==> config.mk <==
export PLATFORM = sky130hd
export DESIGN_NAME = dmem_ctrl_flat
export DESIGN_NICKNAME = d
export VERILOG_FILES = /design/src/rtl/dmem_pkg.sv /design/src/rtl/dmem_if.sv /design/src/rtl/dmem_align.sv /design/src/rtl/dmem_ctrl.sv /design/src/flat_wrapper.sv
export SDC_FILE = /design/constraint.sdc
export NUM_CORES = 1
export LEC_CHECK = 0
export ABC_AREA = 0
export CAP_MARGIN = 20
export CORE_MARGIN = 2
export CORE_UTILIZATION = 46
export DETAILED_ROUTE_END_ITERATION = 8
export MAX_ROUTING_LAYER = met4
export PLACE_DENSITY = 0.85
export SLEW_MARGIN = 20
export SYNTH_ARGS = -nofsm -noshare
export SYNTH_HDL_FRONTEND = slang
export SYNTH_SLANG_ARGS = --single-unit
==> constraint.sdc <==
create_clock -name clk -period 4.8 [get_ports clk]
set_clock_uncertainty 0.1 [all_clocks]
set_input_delay 0.48 -clock clk [delete_from_list [all_inputs] [get_ports clk]]
set_output_delay 0.48 -clock clk [all_outputs]
set_load 0.02 [all_outputs]
==> src/rtl/dmem_pkg.sv <==
// rtl/dmem_pkg.sv - shared types, defaults and size decode for the data-memory controller
package dmem_pkg;

    localparam int DMEM_TIMEOUT = 255;

    typedef enum logic [1:0] {
        ST_IDLE,
        ST_BUSY,
        ST_DONE
    } dmem_state_t;

    typedef enum logic [1:0] {
        SZ_BYTE,
        SZ_HWRD,
        SZ_WORD
    } dmem_size_t;

    // Byte wins over halfword, halfword over word; no size flag means word.
    function automatic dmem_size_t size_decode(input logic is_byte,
                                               input logic is_hwrd,
                                               input logic is_wrd);
        if (is_byte)
            return SZ_BYTE;
        else if (is_hwrd)
            return SZ_HWRD;
        else if (is_wrd)
            return SZ_WORD;
        else
            return SZ_WORD;
    endfunction

endpackage

==> src/rtl/dmem_if.sv <==
// rtl/dmem_if.sv - word-addressed system data bus between the controller and memory
interface dmem_if;
    logic        bus_req;
    logic        bus_we;
    logic [29:0] bus_addr;
    logic [3:0]  bus_be;
    logic [31:0] bus_wdata;
    logic        bus_ack;
    logic [31:0] bus_rdata;

    modport master (
        output bus_req, bus_we, bus_addr, bus_be, bus_wdata,
        input  bus_ack, bus_rdata
    );

    modport slave (
        input  bus_req, bus_we, bus_addr, bus_be, bus_wdata,
        output bus_ack, bus_rdata
    );
endinterface

==> src/rtl/dmem_align.sv <==
// rtl/dmem_align.sv - byte-enable, misalignment, store replication and load extension
module dmem_align
    import dmem_pkg::*;
(
    input  dmem_size_t  size,
    input  logic [1:0]  addr_lo,
    input  logic        rdu,
    input  logic [31:0] wdata,
    input  logic [31:0] bus_rdata,
    output logic [3:0]  be,
    output logic        misalign,
    output logic [31:0] wdata_rep,
    output logic [31:0] rdata_ext
);

    logic [31:0] lane;

    always_comb begin
        lane      = bus_rdata >> {addr_lo, 3'b000};
        be        = 4'b1111;
        misalign  = 1'b0;
        wdata_rep = wdata;
        rdata_ext = lane;
        case (size)
            SZ_BYTE: begin
                be        = 4'b0001 << addr_lo;
                wdata_rep = {4{wdata[7:0]}};
                rdata_ext = {{24{~rdu & lane[7]}}, lane[7:0]};
            end
            SZ_HWRD: begin
                be        = addr_lo[1] ? 4'b1100 : 4'b0011;
                misalign  = addr_lo[0];
                wdata_rep = {2{wdata[15:0]}};
                rdata_ext = {{16{~rdu & lane[15]}}, lane[15:0]};
            end
            default: begin
                be        = 4'b1111;
                misalign  = |addr_lo;
                wdata_rep = wdata;
                rdata_ext = lane;
            end
        endcase
    end

endmodule

==> src/rtl/dmem_ctrl.sv <==
// rtl/dmem_ctrl.sv - FSM turning sized byte-addressed accesses into word bus transactions
module dmem_ctrl
    import dmem_pkg::*;
#(
    parameter int TIMEOUT = DMEM_TIMEOUT
) (
    input  logic        clk,
    input  logic        rst,
    input  logic [31:0] dmem_addr,
    input  logic [31:0] dmem_wdata,
    input  logic        dmem_write,
    input  logic        dmem_read,
    input  logic        dmem_rdu,
    input  logic        dmem_byte,
    input  logic        dmem_hwrd,
    input  logic        dmem_wrd,
    output logic        dmem_drdy,
    output logic [31:0] dmem_rdata,
    output logic        dmem_misalign,
    output logic        dmem_err,
    dmem_if.master      bus
);

    localparam int CW = (TIMEOUT > 1) ? $clog2(TIMEOUT) : 1;
    localparam logic [CW-1:0] CNT_LAST = CW'(TIMEOUT - 1);

    dmem_state_t state;
    logic [CW-1:0] cnt;
    logic [3:0]  be_c;
    logic        misalign_c;
    logic [31:0] wdata_c;
    logic [31:0] rdata_c;
    logic        pending;

    assign pending = dmem_read | dmem_write;

    // Inputs are held stable by mem until drdy, so the live address and size
    // are still valid when the read word returns.
    dmem_align u_align (
        .size      (size_decode(dmem_byte, dmem_hwrd, dmem_wrd)),
        .addr_lo   (dmem_addr[1:0]),
        .rdu       (dmem_rdu),
        .wdata     (dmem_wdata),
        .bus_rdata (bus.bus_rdata),
        .be        (be_c),
        .misalign  (misalign_c),
        .wdata_rep (wdata_c),
        .rdata_ext (rdata_c)
    );

    assign dmem_drdy = (state == ST_DONE) || (state == ST_IDLE && !pending);

    always_ff @(posedge clk) begin
        if (rst) begin
            state         <= ST_IDLE;
            cnt           <= '0;
            bus.bus_req   <= 1'b0;
            bus.bus_we    <= 1'b0;
            bus.bus_addr  <= '0;
            bus.bus_be    <= '0;
            bus.bus_wdata <= '0;
            dmem_rdata    <= '0;
            dmem_misalign <= 1'b0;
            dmem_err      <= 1'b0;
        end else begin
            case (state)
                ST_IDLE: begin
                    if (pending) begin
                        if (misalign_c) begin
                            dmem_misalign <= 1'b1;
                            dmem_rdata    <= '0;
                            state         <= ST_DONE;
                        end else begin
                            bus.bus_addr  <= dmem_addr[31:2];
                            bus.bus_be    <= be_c;
                            bus.bus_we    <= dmem_write;
                            bus.bus_wdata <= wdata_c;
                            bus.bus_req   <= 1'b1;
                            cnt           <= '0;
                            state         <= ST_BUSY;
                        end
                    end
                end
                ST_BUSY: begin
                    if (bus.bus_ack) begin
                        bus.bus_req <= 1'b0;
                        dmem_rdata  <= bus.bus_we ? 32'h0 : rdata_c;
                        state       <= ST_DONE;
                    end else if (cnt == CNT_LAST) begin
                        bus.bus_req <= 1'b0;
                        dmem_err    <= 1'b1;
                        dmem_rdata  <= '0;
                        state       <= ST_DONE;
                    end else begin
                        cnt <= cnt + 1'b1;
                    end
                end
                ST_DONE: begin
                    dmem_misalign <= 1'b0;
                    dmem_err      <= 1'b0;
                    state         <= ST_IDLE;
                end
                default: state <= ST_IDLE;
            endcase
        end
    end

endmodule

==> src/flat_wrapper.sv <==
// flat-port wrapper written by rule: the top's interface ports become plain ports
module dmem_ctrl_flat import dmem_pkg::*;
#(
    parameter int TIMEOUT = DMEM_TIMEOUT
)
  (clk, rst, dmem_addr, dmem_wdata, dmem_write, dmem_read, dmem_rdu, dmem_byte, dmem_hwrd, dmem_wrd, dmem_drdy, dmem_rdata, dmem_misalign, dmem_err, bus_bus_req, bus_bus_we, bus_bus_addr, bus_bus_be, bus_bus_wdata, bus_bus_ack, bus_bus_rdata);
  dmem_if bus_i ();
  input  logic clk;
  input  logic rst;
  input  logic [31:0] dmem_addr;
  input  logic [31:0] dmem_wdata;
  input  logic dmem_write;
  input  logic dmem_read;
  input  logic dmem_rdu;
  input  logic dmem_byte;
  input  logic dmem_hwrd;
  input  logic dmem_wrd;
  output logic dmem_drdy;
  output logic [31:0] dmem_rdata;
  output logic dmem_misalign;
  output logic dmem_err;
  output wire logic [$bits(bus_i.bus_req)-1:0] bus_bus_req;
  output wire logic [$bits(bus_i.bus_we)-1:0] bus_bus_we;
  output wire logic [$bits(bus_i.bus_addr)-1:0] bus_bus_addr;
  output wire logic [$bits(bus_i.bus_be)-1:0] bus_bus_be;
  output wire logic [$bits(bus_i.bus_wdata)-1:0] bus_bus_wdata;
  input wire logic [$bits(bus_i.bus_ack)-1:0] bus_bus_ack;
  input wire logic [$bits(bus_i.bus_rdata)-1:0] bus_bus_rdata;
  assign bus_bus_req = bus_i.bus_req;
  assign bus_bus_we = bus_i.bus_we;
  assign bus_bus_addr = bus_i.bus_addr;
  assign bus_bus_be = bus_i.bus_be;
  assign bus_bus_wdata = bus_i.bus_wdata;
  assign bus_i.bus_ack = bus_bus_ack;
  assign bus_i.bus_rdata = bus_bus_rdata;
  dmem_ctrl #(.TIMEOUT(TIMEOUT)) u_core (.clk(clk), .rst(rst), .dmem_addr(dmem_addr), .dmem_wdata(dmem_wdata), .dmem_write(dmem_write), .dmem_read(dmem_read), .dmem_rdu(dmem_rdu), .dmem_byte(dmem_byte), .dmem_hwrd(dmem_hwrd), .dmem_wrd(dmem_wrd), .dmem_drdy(dmem_drdy), .dmem_rdata(dmem_rdata), .dmem_misalign(dmem_misalign), .dmem_err(dmem_err), .bus(bus_i));
endmodule
==> flow_summary.json <==
{
  "critPathTopFamily": "simple AND/OR/NAND/NOR gates",
  "critPathKind": "in2reg",
  "syn_area_um2": 4870,
  "grt_pass1_wl_um": 23900,
  "syn_nets": 695,
  "areaGrowthSynthToFinish_pct": 47.3,
  "hp-class": "reg2reg",
  "hold_end": "u_core.bus.bus_addr[29]",
  "nFillCells": 817,
  "r2r_slack_ps": 2070,
  "ys_types": 46,
  "clk_latency_ps": 370,
  "chipWidth_um": 107,
  "cts_resized": 0,
  "r2r_end": "u_core.dmem_rdata[19]",
  "min_from": "u_core.bus.bus_addr[29]",
  "path_max_fanout": 23,
  "dieArea_um2": 11400,
  "r2r_start": "u_core.state[0]",
  "start_kind": "input port",
  "setup_viol": 0,
  "hold_viol_final": 0,
  "diodes": 0,
  "critPathMaxStageDelay_ps": 780,
  "finalWirelength_um": 15200,
  "rsz0062_at_grt": "false",
  "globalRouteOverflowTotal": 0,
  "drc": 0,
  "num-nets-final": 872,
  "die_height_um": 107,
  "tightestPinTransition_ps": 965,
  "cp.buffers_inverters": 1,
  "relSlewSlack": 0.357,
  "antenna_found_initial": 0,
  "drt.antenna.violating_nets": 0,
  "placementRows": 37,
  "crit_chain": "clkdlybuf4s50_1, nor3b_1, nor4_2, or4_1, nor2b_4, a22o_1",
  "ios": 208,
  "timing.fmax_mhz": 302,
  "grt_max_degree": 92,
  "synth_enable_flop_cells": 0,
  "final_util": 0.695,
  "cts_buffer_depth": 2,
  "via_count": 5014,
  "via_per_inst": 5.53,
  "power_leakage_nw": 2.67,
  "critical_path.slowest_cell": "or4_1",
  "postSynthCellCount": 588,
  "dpl.hpwl_um": 11100,
  "initialDrtViolationCount": 324,
  "cts_setup_buffers": 0,
  "ys_ff_latch": 112,
  "clkTransAtPathRegs_ps": 120,
  "syn_avg_cell_area_um2": 8.29,
  "hold_path_depth": 2,
  "synth_top_flop_cell": "dfxtp_1",
  "outcome": "finished clean",
  "grt_pass1_vias": 4835,
  "cts_tree": "yes",
  "clk_root_buffer_cell": "clkbuf_8",
  "yosys_warnings": 0,
  "io_buffers": 206,
  "gp_congestion": 0.838,
  "dr.pass1.iters": 7,
  "initial_utilization": 0.472,
  "ctsHoldBuffers": 0,
  "drive_above_1_share": 0.0429,
  "timing.max_cap.violations": 0,
  "cellPowerDensity_nw_per_um2": 311,
  "wl_per_cell_um": 16.8,
  "crit_required_ps": 4970,
  "ys_seq_area_frac": 0.460,
  "fin_crit_ps": 3310,
  "h-tree-depth": 3,
  "r2r_cells": 5,
  "finalCritPeriodShare": 0.690,
  "fp.coreArea_um2": 10300,
  "async_reset_ff_frac": 0,
  "clkSinkCount": 112,
  "end_kind": "flip-flop",
  "setup_tns_ps": 0,
  "fin_hold_ws_ps": 361,
  "cts_buffers": 9,
  "vdd_drop_max_mv": 0.225,
  "grt.total_usage": 0.268,
  "drv_slew": 0,
  "cp.arrival_ps": 3480
}
## area by class of cell
class	instances	area, um^2	share of cell area
Clock inverter	7	81.3	0.0113
Sequential cell	112	2240	0.312
Tap cell	136	170	0.0237
Multi-Input combinational cell	424	2420	0.338
Inverter	5	18.8	0.00262
Timing Repair Buffer	213	2120	0.295
Clock buffer	9	124	0.0173
## cells in the final DEF, fill, tap and decap left out, types with 5 or more instances in the layout
cell type        netlist  final
a21oi_1               69     69
clkdlybuf4s50_1        0    204
a22o_1                15     15
o2bb2ai_1              8      8
nor3_1                13     13
a32oi_1                7      7
a211o_1                7      7
dfxtp_1              112    112
xor2_1                 5      5
nor2_1                52     52
nor2b_1               10     10
a311oi_1              16     16
nand2_1              136    136
o21ai_0               24     24
mux2i_1               25     25
buf_4                  0      6
clkbuf_8               0      9
inv_1                  5      5
## registers in the layout (all words and copies together), names as in the netlist, 2 cells and up
signal                count
u_core.bus.bus_addr      30
u_core.bus.bus_wdata     32
u_core.bus.bus_be         4
u_core.state              2
u_core.cnt                8
u_core.dmem_rdata        32
## cells in the mapped netlist, drive strengths merged, types with 8 or more instances
cell | number | area, um^2
a22o | 15 | 131
buf | 13 | 76.3
nor3 | 13 | 65.1
a311oi | 16 | 140
o21ai | 25 | 125
nor2b | 11 | 76.3
mux2i | 25 | 250
dfxtp | 112 | 2240
clkbuf | 34 | 129
o2bb2ai | 8 | 70.1
nand2 | 136 | 510
a21oi | 69 | 345
nor2 | 52 | 195
## worst max-delay path by stage
stage	from	to	slack (ps)	depth (start not counted)
final	dmem_hwrd	u_core.dmem_rdata[19]	1490	6
after global routing	dmem_hwrd	u_core.dmem_rdata[20]	1310	6
after CTS	dmem_hwrd	u_core.dmem_rdata[13]	1550	6
after detailed placement	dmem_hwrd	u_core.dmem_rdata[20]	1190	6
after global placement	dmem_hwrd	u_core.dmem_rdata[17]	1260	6
after floorplan	dmem_byte	u_core.dmem_rdata[17]	2710	6
## tightest hold or removal path: cells and delay by family (launching register included)
family	cells	cell delay [ps]
simple gates	1	50
compound gates	1	50
flops	1	330
## where the power goes
group / internal [mW] / leakage, nW / total [mW] / switching, mW
Sequential: 1.00 / 0.915 / 1.04 / 0.0427
Clock: 0.210 / 0.104 / 0.571 / 0.361
Combinational: 0.284 / 1.65 / 0.616 / 0.333
## per-stage QoR
step	area, um^2	power [mW]	worst slack (ps)	std cells
floorplan	4870	1.38	2710	588
global placement	6970	1.66	1260	890
detailed placement	6970	1.68	1190	890
CTS	7180	2.23	1550	906
global route	7180	2.33	1310	906
finish	7180	2.23	1490	906
## layer usage
layer / routed length (um) / global-route usage / vias up
met5: 0 / - / -
met4: 419 / 0.100 / 0
met1: 6230 / 0.330 / 2328
met2: 7650 / 0.448 / 221
li1: - / - / 2425
met3: 949 / 0.0383 / 40
## cells by family (layout without fill, tap and decap cells)
family          after synthesis  after routing  share of synthesized area
compound gates              162            162                      0.220
fa+ha+maj                     2              2                    0.00514
mux                          26             26                     0.0560
buf+inv                      52            234                     0.0460
simple gates                229            229                      0.203
xor+xnor                      5              5                    0.00899
flops                       112            112                      0.460
No activity file was read; power rests on OpenSTA's default activity.
